<file path="src/rtl/inverter_bist_pkg.sv">
// Shared types and helpers for the inverter BIST engine and related mini-project BISTs.
package inverter_bist_pkg;

  localparam int STATE_W = 3;

  typedef enum logic [STATE_W-1:0] {
    IDLE,
    DRIVE,
    SETTLE,
    CHECK,
    DONE
  } state_t;

  // Case equality so an X/Z response never matches; synthesis treats it as plain equality.
  function automatic logic bit_ok(input logic y, input logic expected);
    return (y === expected);
  endfunction

endpackage

</file>
<file path="src/rtl/settle_timer.sv">
// Loadable down-counter: load arms it for CYCLES cycles, expired flags the last one.
module settle_timer #(
  parameter int CYCLES = 2,
  localparam int W = (CYCLES > 0) ? $clog2(CYCLES + 1) : 1
) (
  input  logic clk,
  input  logic rst_n,
  input  logic load,
  output logic expired
);

  localparam int LOAD_VAL = (CYCLES > 0) ? CYCLES - 1 : 0;

  logic [W-1:0] cnt_q;

  // NOTE: sequential state uses non-blocking assignments so every flop samples pre-edge values.
  always_ff @(posedge clk or negedge rst_n) begin
    if (!rst_n) begin
      cnt_q <= '0;
    end else if (load) begin
      cnt_q <= W'(LOAD_VAL);
    end else if (cnt_q != '0) begin
      cnt_q <= cnt_q - W'(1);
    end
  end

  assign expired = (cnt_q == '0);

endmodule

</file>
<file path="src/rtl/inverter_bist.sv">
// Stimulus/response engine for single-input inverting cells: drives 0,1,0,1,...
// waits a settle time, checks the complement and accumulates error and X/Z statistics.
module inverter_bist
  import inverter_bist_pkg::*;
#(
  parameter int NUM_VECTORS   = 16,
  parameter int SETTLE_CYCLES = 2,
  parameter int CNT_W         = 8
) (
  input  logic             clk,
  input  logic             rst_n,
  input  logic             start,
  output logic             dut_a,
  input  logic             dut_y,
  output logic             busy,
  output logic             done,
  output logic             pass,
  output logic [CNT_W-1:0] err_cnt,
  output logic             xz_seen
);

  localparam int K_W = $clog2(NUM_VECTORS + 1);
  localparam logic [K_W-1:0]   LAST_K  = K_W'(NUM_VECTORS - 1);
  localparam logic [CNT_W-1:0] CNT_MAX = '1;

  state_t           state_q, state_d;
  logic [K_W-1:0]   k_q;
  logic             timer_load, timer_expired;
  logic             mismatch, is_xz, xz_nxt;
  logic [CNT_W-1:0] err_nxt;

  assign timer_load = (state_q == DRIVE);

  settle_timer #(.CYCLES(SETTLE_CYCLES)) u_settle_timer (
    .clk     (clk),
    .rst_n   (rst_n),
    .load    (timer_load),
    .expired (timer_expired)
  );

  always_ff @(posedge clk or negedge rst_n) begin
    if (!rst_n) state_q <= IDLE;
    else        state_q <= state_d;
  end

  // NOTE: every always_comb output gets a default first so no path can infer a latch.
  always_comb begin
    state_d = state_q;
    case (state_q)
      IDLE:    if (start) state_d = DRIVE;
      DRIVE:   state_d = (SETTLE_CYCLES == 0) ? CHECK : SETTLE;
      SETTLE:  if (timer_expired) state_d = CHECK;
      CHECK:   state_d = (k_q == LAST_K) ? DONE : DRIVE;
      DONE:    state_d = IDLE;
      default: state_d = IDLE;
    endcase
  end

  // A response that equals neither 0 nor 1 is X or Z; this folds to 0 in synthesis.
  always_comb begin
    mismatch = !bit_ok(dut_y, ~dut_a);
    is_xz    = !bit_ok(dut_y, 1'b0) && !bit_ok(dut_y, 1'b1);
    xz_nxt   = xz_seen | is_xz;
    err_nxt  = err_cnt;
    if (mismatch && (err_cnt != CNT_MAX)) err_nxt = err_cnt + CNT_W'(1);
  end

  // NOTE: only control/result flops live here and all take the async reset.
  always_ff @(posedge clk or negedge rst_n) begin
    if (!rst_n) begin
      k_q     <= '0;
      dut_a   <= 1'b0;
      err_cnt <= '0;
      xz_seen <= 1'b0;
      pass    <= 1'b0;
    end else begin
      case (state_q)
        IDLE: begin
          if (start) begin
            k_q     <= '0;
            err_cnt <= '0;
            xz_seen <= 1'b0;
            pass    <= 1'b0;
          end
        end
        DRIVE: dut_a <= k_q[0];
        CHECK: begin
          err_cnt <= err_nxt;
          xz_seen <= xz_nxt;
          k_q     <= k_q + K_W'(1);
          // Resolved on the final check so the verdict is already valid while done is high.
          if (k_q == LAST_K) pass <= (err_nxt == '0) && !xz_nxt;
        end
        default: ;
      endcase
    end
  end

  assign busy = (state_q != IDLE);
  assign done = (state_q == DONE);

endmodule
</file>
<file path="config.mk">
export PLATFORM = sky130hd
export DESIGN_NAME = inverter_bist
export DESIGN_NICKNAME = d
export VERILOG_FILES = /design/src/rtl/inverter_bist_pkg.sv /design/src/rtl/settle_timer.sv /design/src/rtl/inverter_bist.sv
export SDC_FILE = /design/constraint.sdc
export NUM_CORES = 1
export LEC_CHECK = 0
export CORE_ASPECT_RATIO = 1.2
export CORE_MARGIN = 2
export CORE_UTILIZATION = 53
export CTS_BUF_LIST = sky130_fd_sc_hd__clkbuf_8 sky130_fd_sc_hd__clkbuf_16
export CTS_CLUSTER_DIAMETER = 50
export DETAILED_ROUTE_END_ITERATION = 7
export PLACE_DENSITY = 0.74
export SETUP_SLACK_MARGIN = 0.5
export SYNTH_ARGS = -nofsm -noshare
export SYNTH_HDL_FRONTEND = slang
export SYNTH_SLANG_ARGS = --single-unit
export TNS_END_PERCENT = 1
</file>
<file path="constraint.sdc">
create_clock -name clk -period 1.75 [get_ports clk]
set_clock_uncertainty 0.05 [all_clocks]
set_input_delay 0.4375 -clock clk [delete_from_list [all_inputs] [get_ports clk]]
set_output_delay 0.4375 -clock clk [all_outputs]
set_load 0.005 [all_outputs]
</file>
== Word level (Yosys, flattened, before mapping) ==
Index checks and enable logic that the tools add are counted.

* Add/sub/neg operators: 3
* Equal/unequal tests: 12
* Multiplexer cells: 15
* Bitwise gates (word level): 2
* Reductions and logical operators: 17

{| class="wikitable"
|+ Operator list
! operator !! number
|-
| 8-bit 2-to-1 mux || 2
|-
| 8-bit one-hot mux with 2 select lines || 1
|-
| 3-bit one-hot mux with 4 select lines || 1
|-
| 5-bit one-hot mux with 2 select lines || 1
|-
| 3-bit 2-to-1 mux || 3
|-
| 8-bit by 1-bit adder with 8-bit output (second input constant) || 1
|-
| 8-bit zero test || 1
|-
| 8-bit inequality test (second input constant) || 1
|-
| 3-bit by 2-bit equality test with 1-bit output (second input constant) || 2
|-
| 2-bit inequality test (second input constant) || 3
|-
| 2-bit nonzero test || 3
|-
| 5-bit by 1-bit adder with 5-bit output (second input constant) || 1
|-
| 5-bit by 4-bit equality test with 1-bit output (second input constant) || 1
|-
| 5-bit 2-to-1 mux || 1
|-
| 1-bit zero test || 4
|-
| 2-bit 2-to-1 mux || 2
|-
| 1-bit one-hot mux with 2 select lines || 2
|-
| 2-bit AND reduction || 2
|-
| 3-bit by 1-bit equality test with 1-bit output (second input constant) || 1
|-
| 3-bit equality test (second input constant) || 1
|-
| 1-bit logical AND || 3
|-
| 3-bit zero test || 1
|-
| 3-bit AND reduction || 1
|-
| 3-bit nonzero test || 1
|-
| other kinds (7) || 9
|}

* Flip-flop bits (word level): 21
* Input port bits: 4
* Output and inout port bits: 13
* Word-level logic and storage cells: 56

== Depth between registers and ports, before layout ==
Gate-level depths: netlist of run 1.

* Depth in word-level cells: 9
* Gate-level depth with buffers: 7
* Gate-level depth less buffers: 6

== By module ==
Synthesis of run 1 repeated with hierarchy kept, for this count alone.

* Cells, all modules: 120
* Area, all modules: 1,219.9 um2

{| class="wikitable"
|+ By module, submodules not included
! module !! instances !! cells each !! area an instance (um2) !! sequential area each (um2)
|-
| inverter_bist || 1 || 111 || 1,121.1 || 475.5
|-
| settle_timer || 1 || 9 || 98.8 || 50.0
|}

== Worst setup path after synthesis of run 1 ==
Ideal clock, no wire load.

* Path kind: reg-to-reg
* Start: register err_cnt[0]
* End: register pass
* Setup time: 0.095 ns
* Data arrival time: 1.495 ns
* Data required time: 1.605 ns
* Setup slack: 0.110 ns
* Cell stages (with the launch flop): 7
* Path buffers: 0
* Clock period less this slack: 1.640 ns
* Path through: dfrtp_1 > ha_1 > and3_1 > a211oi_1 > a41o_1 > nand4b_1 > o31ai_1

* Longest elaborated chain between the ends: 7
* Elaborated cells between the ends (all ways): 8
* Those cells by class: add/sub: 1; eq/ne: 1; mux: 3; reduce/logical: 3

{| class="wikitable"
|+ Ends and longest elaborated chain
! element !! RTL line !! RTL
|-
| start, declared || inverter_bist.sv:18 || <nowiki>output logic [CNT_W-1:0] err_cnt,</nowiki>
|-
| start signal, assigned || inverter_bist.sv:88 || <nowiki>err_cnt <= err_nxt;</nowiki>
|-
| parallel branches: the longest is 2 deep, another holds 8-bit by 1-bit adder with 8-bit output || n/a ||
|-
| 8-bit 2-to-1 mux (*) || inverter_bist.sv:65 || <nowiki>if (mismatch && (err_cnt != CNT_MAX)) err_nxt = err_cnt + CNT_W'(1);</nowiki>
|-
| 8-bit zero test (*) || inverter_bist.sv:92 || <nowiki>if (k_q == LAST_K) pass <= (err_nxt == '0) && !xz_nxt;</nowiki>
|-
| 1-bit logical AND (*) || inverter_bist.sv:92 ||
|-
| 1-bit 2-to-1 mux (*) || inverter_bist.sv:92 ||
|-
| 1-bit one-hot mux with 2 select lines (*) || inverter_bist.sv:77 || <nowiki>case (state_q)</nowiki>
|-
| end signal, assigned || inverter_bist.sv:92 ||
|-
| end, declared || inverter_bist.sv:17 || <nowiki>output logic pass,</nowiki>
|}

Mark *: on every way between the ends. The select of a mux whose other input is x is not followed.
A chain may end at the register's enable or synchronous reset.

== Final worst setup path of run 1 ==
* Start: register state_q[0]
* End: register err_cnt[1]

* Longest elaborated chain between the ends: 3
* Elaborated cells between the ends (all ways): 6
* Those cells by class: eq/ne: 2; mux: 1; reduce/logical: 3

{| class="wikitable"
|+ Ends and longest elaborated chain
! element !! RTL line !! RTL
|-
| start, declared || inverter_bist.sv:26 || <nowiki>state_t state_q, state_d;</nowiki>
|-
| start signal, assigned || inverter_bist.sv:43 || <nowiki>else state_q <= state_d;</nowiki>
|-
| 3-bit by 2-bit equality test with 1-bit output or 3-bit zero test (tied branches) || inverter_bist.sv:77 ||
|-
| 2-bit nonzero test (no source line) or 2-bit inequality test (tied branches) || n/a ||
|-
| 2-bit AND reduction (no source line) || n/a ||
|}

Parallel ways exist; a longest one is shown, timed or not.

==> impl_results.md, run 1 <==
- Fin Setup TNS: 0 ps
- Synth top area share: 41.9%
- Max FO, Critical Path: 3
- Yosys warns: 0
- H-tree depth: 1
- DRC viols: 0
- Initial core utilization: 55.6%
- Syn avg cell area: 9.51 um^2
- CTS tree: done
- Top-level I/O count: 17
- DRT antenna net count: 0
- IO buf count: 16
- Gr ovfl total: 0
- Syn-to-layout area delta: 41.0%
- Slew Viols, Final: 0
- Area of the multi-input gates: 748 um^2
- Commonest non-fill, non-tap cell in the layout: buf_4
- Yosys top cell by area: dfrtp_1
- Initial drt markers: 39
- Crit share post-route: 97.9%
- DR vias: 1133
- Reg clk slew, reported paths: 80 ps
- Worst R2R Setup Slack: 40 ps
- Netlist Area Pre-Place: 1250 um^2
- Global-route wire length before repair: 5.21 mm
- WP data required: 1860 ps
- Net Sw Power: 0.000948 W
- # setup viols final: 0
- Number of global-route vias before repair: 1130
- Cts hold-fix bufs: 0
- # clock sinks: 21
- Static Leak: 0.809 nW
- GRT Util Overall: 24.8%
- Seq. cell area: 533 um^2
- Drt pass-1 iters: 5
- Via density: 5.50
- Post-Syn Nets: 140
- GP Congestion: 0.806
- Worst skew pair latency: 270 ps
- Outcome: finished, final reports clean
- Cells on worst reg2reg path: 6
- Clk pwr share: 13.3%
- Post-synthesis sequential area ratio: 41.9%
- Flop pwr share: 30.0%
- Initial antenna violation count: 0
- Post-Layout Cell Count: 206
- Area after DPL: 1540 um^2
- Synth area leaders: dfrtp_1, ha_1, nand2_1
- Die area: 2770 um^2
- Post-DP HPWL: 2.00 mm
- Pin count of the biggest net entering global routing: 22
- Antenna Diode Count: 0
- CP Capture Type: flop
- Max-Cap Viols: 0
- Post-Place Cells: 189
- RR Startpoint: state_q[0]$_DFFE_PN0P_
- Row Count: 19
- Hold Crit Class: in -> async
- Core area: 2260 um^2
- Fin area: 1770 um^2
- CTS Buffer Depth: 2
- Synth unique cells: 45
- Tmin final: 1710 ps
- Share of layout cells above drive strength 1: 40.6%
- Hold Vio Cnt, Final: 0
- CP Class: reg -> reg
- Total CTS buffers: 3
- Pwr dens: 1390 nW/um^2
- Most frequent cells in the layout: buf_4, dfrtp_1, nand2_1
- Crit start category: flop
- RSZ-0062 raised after global routing: true
- Gate power share: 56.7%
- Die height: 57.3 um
- Sw frac: 38.6%
- Total power: 0.00246 W
- Nets: 184
- RR Endpoint: err_cnt[1]$_DFFE_PN0P_
- Internal power: 0.00151 W
- Die X: 48.4 um
- Root buffer cell: clkbuf_8
- Post-Route WL: 3.26 mm
- Highest clock rate: 584 MHz
- Post-synthesis cell count: 132
- Yosys reg bits: 21
- VDD IR-drop max: 1.47 mV
- Worst slew pin tran: 294 ps
- Fillers: 141
- Slew HR: 80.3%
- Avg WL per Cell: 15.8 um
- Crit path DAT: 1820 ps
## how the worst max path moves through the flow
stage | startpoint | depth (start not counted) | to
final | state_q[0]$_DFFE_PN0P_ | 6 | err_cnt[1]$_DFFE_PN0P_
after global routing | err_cnt[0]$_DFFE_PN0P_ | 6 | pass$_DFFE_PN0P_
after CTS | state_q[1]$_DFFE_PN0P_ | 6 | err_cnt[1]$_DFFE_PN0P_
after detailed placement | dut_y | 6 | pass$_DFFE_PN0P_
after global placement | dut_y | 6 | pass$_DFFE_PN0P_
after floorplan | state_q[0]$_DFFE_PN0P_ | 6 | err_cnt[1]$_DFFE_PN0P_
## per-layer routing
metal | global-route usage (%) | up-vias | part of all wire [%]
li1 | - | 563 | -
met1 | 29.4 | 536 | 39
met2 | 45.2 | 27 | 56
met3 | 2.62 | 7 | 3.1
met4 | 12.2 | 0 | 2.2
met5 | 0 | - | 0
## cells in the mapped netlist (all sizes together)
cell type   n
o21a        2
mux2        1
a41o        1
o22ai       1
nor3        6
a32o        1
and3        3
a31oi       1
nand3b      3
nand3       6
buf         5
or4b        1
nand2      14
o2111ai     1
a21oi       2
nand4b      1
mux2i       3
clkbuf      2
xor2        1
a211oi      2
nor3b       2
nand4       5
and2        3
o211ai      1
a21o        2
nand2b      2
dfrtp      21
nor2        9
and3b       2
xnor2       2
inv         7
or3         1
o21ai      11
o31ai       1
and4        1
a22oi       1
ha          4
## critical path: stages, from the launching register on
cell,delay (ps)
dfrtp_1,410
buf_6,130
buf_6,100
or4b_4,530
nand2_4,100
o21ai_2,70
a32o_1,210
## stage by stage
stage                     setup slack, ps  utilization (%)  hold WS, ps
after floorplan                       139                -         91.9
after global placement               -253             68.0          407
after detailed placement             -329             68.0          432
after CTS                            34.6             75.0          446
after global routing                -65.8             78.3          487
final                                37.3             78.3          457
## power groups by stage
| stage | registers (W) | logic [W] | clock network (W) |
|---|---|---|---|
| floorplan | 0.000716 | 0.000677 | 0 |
| global placement | 0.000719 | 0.000967 | 0 |
| detailed placement | 0.000728 | 0.00102 | 0 |
| CTS | 0.000720 | 0.00120 | 0.000333 |
| global route | 0.000756 | 0.00152 | 0.000347 |
| finish | 0.000738 | 0.00139 | 0.000326 |
## final cells by class
| cell class | count | share of cell area, % |
|---|---|---|
| inverters | 7 | 1.49 |
| multi-input cells | 97 | 42.3 |
| clock inverters | 1 | 0.283 |
| clock buffers | 3 | 2.33 |
| flip-flops and latches | 21 | 30.1 |
| well taps | 31 | 2.19 |
| repair buffers | 46 | 21.3 |
## logic make-up after synthesis
| group | synth area share, % |
|---|---|
| AND/OR/NAND/NOR | 27.1 |
| AO/OA/AOI/OAI | 14.2 |
| flip-flops | 41.9 |
| XOR/XNOR | 3.59 |
| adder cells (fa/ha/maj) | 3.99 |
| multiplexers | 3.29 |
| buffers and inverters | 5.98 |
## registers in the layout, indices dropped and copies added, names as in the netlist
register              cells
dut_a                     1
u_settle_timer.cnt_q      2
state_q                   3
k_q                       5
xz_seen                   1
pass                      1
err_cnt                   8
## what timing repair did
action	CTS	global route
endpoints found under the setup margin	31	33
setup buffers	12	1
gates resized for setup	23	47
pin swaps	7	18
Note: power is estimated with default switching activity, not from simulation.
==> run 2, diff against run 1 <==
- CORE_ASPECT_RATIO: 1.2 -> 0.75
- CTS_CLUSTER_SIZE: default -> 8
==> impl_results.md, run 2 (synthesized netlist as in run 1, its figures left out) <==
- Crit start category: flop
- Post-Layout Cell Count: 211
- Share of layout cells above drive strength 1: 31.6%
- Hold Crit Class: reg -> reg
- Post-DP HPWL: 2.02 mm
- Via density: 5.47
- WHS Path Cells: 1
- Area of the multi-input gates: 697 um^2
- # setup viols final: 1
- Antenna Diode Count: 0
- WP data required: 1860 ps
- Top-level I/O count: 17
- Pin count of the biggest net entering global routing: 22
- Worst skew pair latency: 260 ps
- Slew Viols, Final: 0
- Most frequent cells in the layout: buf_4, dfrtp_1, nand2_1
- Final core occ: 77.0%
- Metal-1 WL: 1.38 mm
- Top routing layer used: met4
- Hold Vio Cnt, Final: 0
- Pre-CTS setup slack: -325 ps
- Clk pwr share: 13.6%
- Hold_sp: k_q[3]$_DFFE_PN0P_
- Area after DPL: 1520 um^2
- Flop pwr share: 31.3%
- CP bufs+invs: 0
- Static Leak: 0.816 nW
- Max FO, Critical Path: 5
- Drt pass-1 iters: 6
- Crit path DAT: 1870 ps
- Slowest-stage cell, CP: dfrtp_1
- CP delay by family, top: compound AO/OA/AOI/OAI gates
- Seq. cell area: 534 um^2
- Fillers: 158
- H-tree depth: 1
- Met2 wire length: 1.54 mm
- Post-Route WL: 3.05 mm
- Commonest non-fill, non-tap cell in the layout: buf_4
- Sw frac: 37.6%
- Number of global-route vias before repair: 1031
- Syn-to-layout area delta: 39.4%
- Nets: 186
- Gr ovfl total: 0
- Die height: 46.1 um
- CP Class: reg -> reg
- RR Startpoint: err_cnt[0]$_DFFE_PN0P_
- Initial antenna violation count: 0
- Largest register FFs: 8
- RR Endpoint: pass$_DFFE_PN0P_
- Gate power share: 55.1%
- Row Count: 15
- Failing checks: setup timing
- VDD IR-drop max: 1.04 mV
- Die X: 60.2 um
- RSZ-0062 raised after global routing: true
- Max incr delay on CP: 400 ps
- Internal power: 0.00141 W
- DRC viols: 0
- GRT Util Overall: 23.1%
- Worst R2R Setup Slack: -10 ps
- Global-route wire length before repair: 4.61 mm
- Reg with most FFs: err_cnt
- Max-Cap Viols: 0
- Net Sw Power: 0.000851 W
- Initial drt markers: 50
- Core area: 2270 um^2
- Hold Path End: k_q[3]$_DFFE_PN0P_
- Tmin final: 1760 ps
- Post-Place Cells: 190
- CP Capture Type: flop
- Root buffer cell: clkbuf_8
- CTS Buffer Depth: 2
- Die area: 2780 um^2
- Outcome: complete, but fails checks
- DR vias: 1154
- Initial core utilization: 55.3%
- Total CTS buffers: 3
- Largest registers: err_cnt (8), k_q (5), state_q (3)
- CTS tree: done
- Worst slew pin tran: 283 ps
- IO buf count: 16
- Avg WL per Cell: 14.5 um
- DRT antenna net count: 0
- Cells on worst reg2reg path: 6
- Met3 routed WL: 99 um
- Pwr dens: 1290 nW/um^2
- CP cell instances: ha_2 -> and3_1 -> a211oi_2 -> a41o_1 -> nand4b_1 -> o31ai_1
- # clock sinks: 21
- Fin area: 1750 um^2
- Reg clk slew, reported paths: 70 ps
- Fin Setup TNS: -10.5 ps
- Crit share post-route: 101%
- PnR worst setup slack: -10.5 ps
- Cts hold-fix bufs: 0
- Slew HR: 81.1%
- Highest clock rate: 568 MHz
- GP Congestion: 0.846
-- run 2: changes by cell type in the layout (fill, tap and decap cells not counted), sizes merged --
cell           change
inv                +1
clkinv             -1
xnor2              +1
clkbuf             -5
clkdlybuf4s50      +8
buf                -3
dlygate4sd2        -1
dlymetal6s2s       +2
-- run 2: timing repair --
action / CTS / global route
pin swaps: 6 / 1
endpoints found under the setup margin: 31 / 34
gates cloned: 1 / 0
buffers inserted: 11 / 5
resized for setup: 20 / 9
endpoints found under the hold margin: 0 / 0
-- run 2: how the worst max path moves through the flow --
stage                            from                     end  slack (ps)  depth (start not counted)
2_1_floorplan  state_q[0]$_DFFE_PN0P_  err_cnt[1]$_DFFE_PN0P_         140                          6
3_3_place_gp                    dut_y        pass$_DFFE_PN0P_        -250                          6
3_5_place_dp                    dut_y        pass$_DFFE_PN0P_        -330                          6
4_1_cts        state_q[1]$_DFFE_PN0P_  err_cnt[1]$_DFFE_PN0P_          30                          6
5_1_grt        err_cnt[0]$_DFFE_PN0P_        pass$_DFFE_PN0P_         -40                          6
6_report       err_cnt[0]$_DFFE_PN0P_        pass$_DFFE_PN0P_         -10                          6
-- run 2: metal layers --
metal / track usage, % / vias up
met5: 0 / -
met4: 7.56 / 0
met1: 28.7 / 559
li1: - / 565
met2: 39.6 / 25
met3: 5.62 / 5
-- run 2: final cells by class --
class	count	share of cell area, %
multi-input cells	98	39.8
flip-flops and latches	21	30.5
repair buffers	47	23.1
well taps	34	2.43
clock buffers	3	2.36
inverters	7	1.50
clock inverters	1	0.215
-- run 2: metrics by stage --
| step | hold WS, ps | total power [W] |
|---|---|---|
| after floorplan | 91.9 | 0.00139 |
| after global placement | 412 | 0.00167 |
| after detailed placement | 434 | 0.00172 |
| after CTS | 446 | 0.00224 |
| after global routing | 472 | 0.00244 |
| final | 448 | 0.00226 |
-- run 2: power by group through the flow --
| stage | clock network (W) | registers (W) | logic, W |
|---|---|---|---|
| after detailed placement | 0 | 0.000730 | 0.000987 |
| final | 0.000308 | 0.000708 | 0.00125 |
| after global routing | 0.000342 | 0.000722 | 0.00137 |
| after floorplan | 0 | 0.000716 | 0.000677 |
| after global placement | 0 | 0.000720 | 0.000952 |
| after CTS | 0.000323 | 0.000715 | 0.00120 |
-- run 2: worst register-to-register path, delay by kind of cell (launching register included) --
family	cells	cell delay, ps
DFF	1	400
AOI/OAI and AO/OA	3	630
and+or+nand+nor	2	360
adders and majority gates	1	220
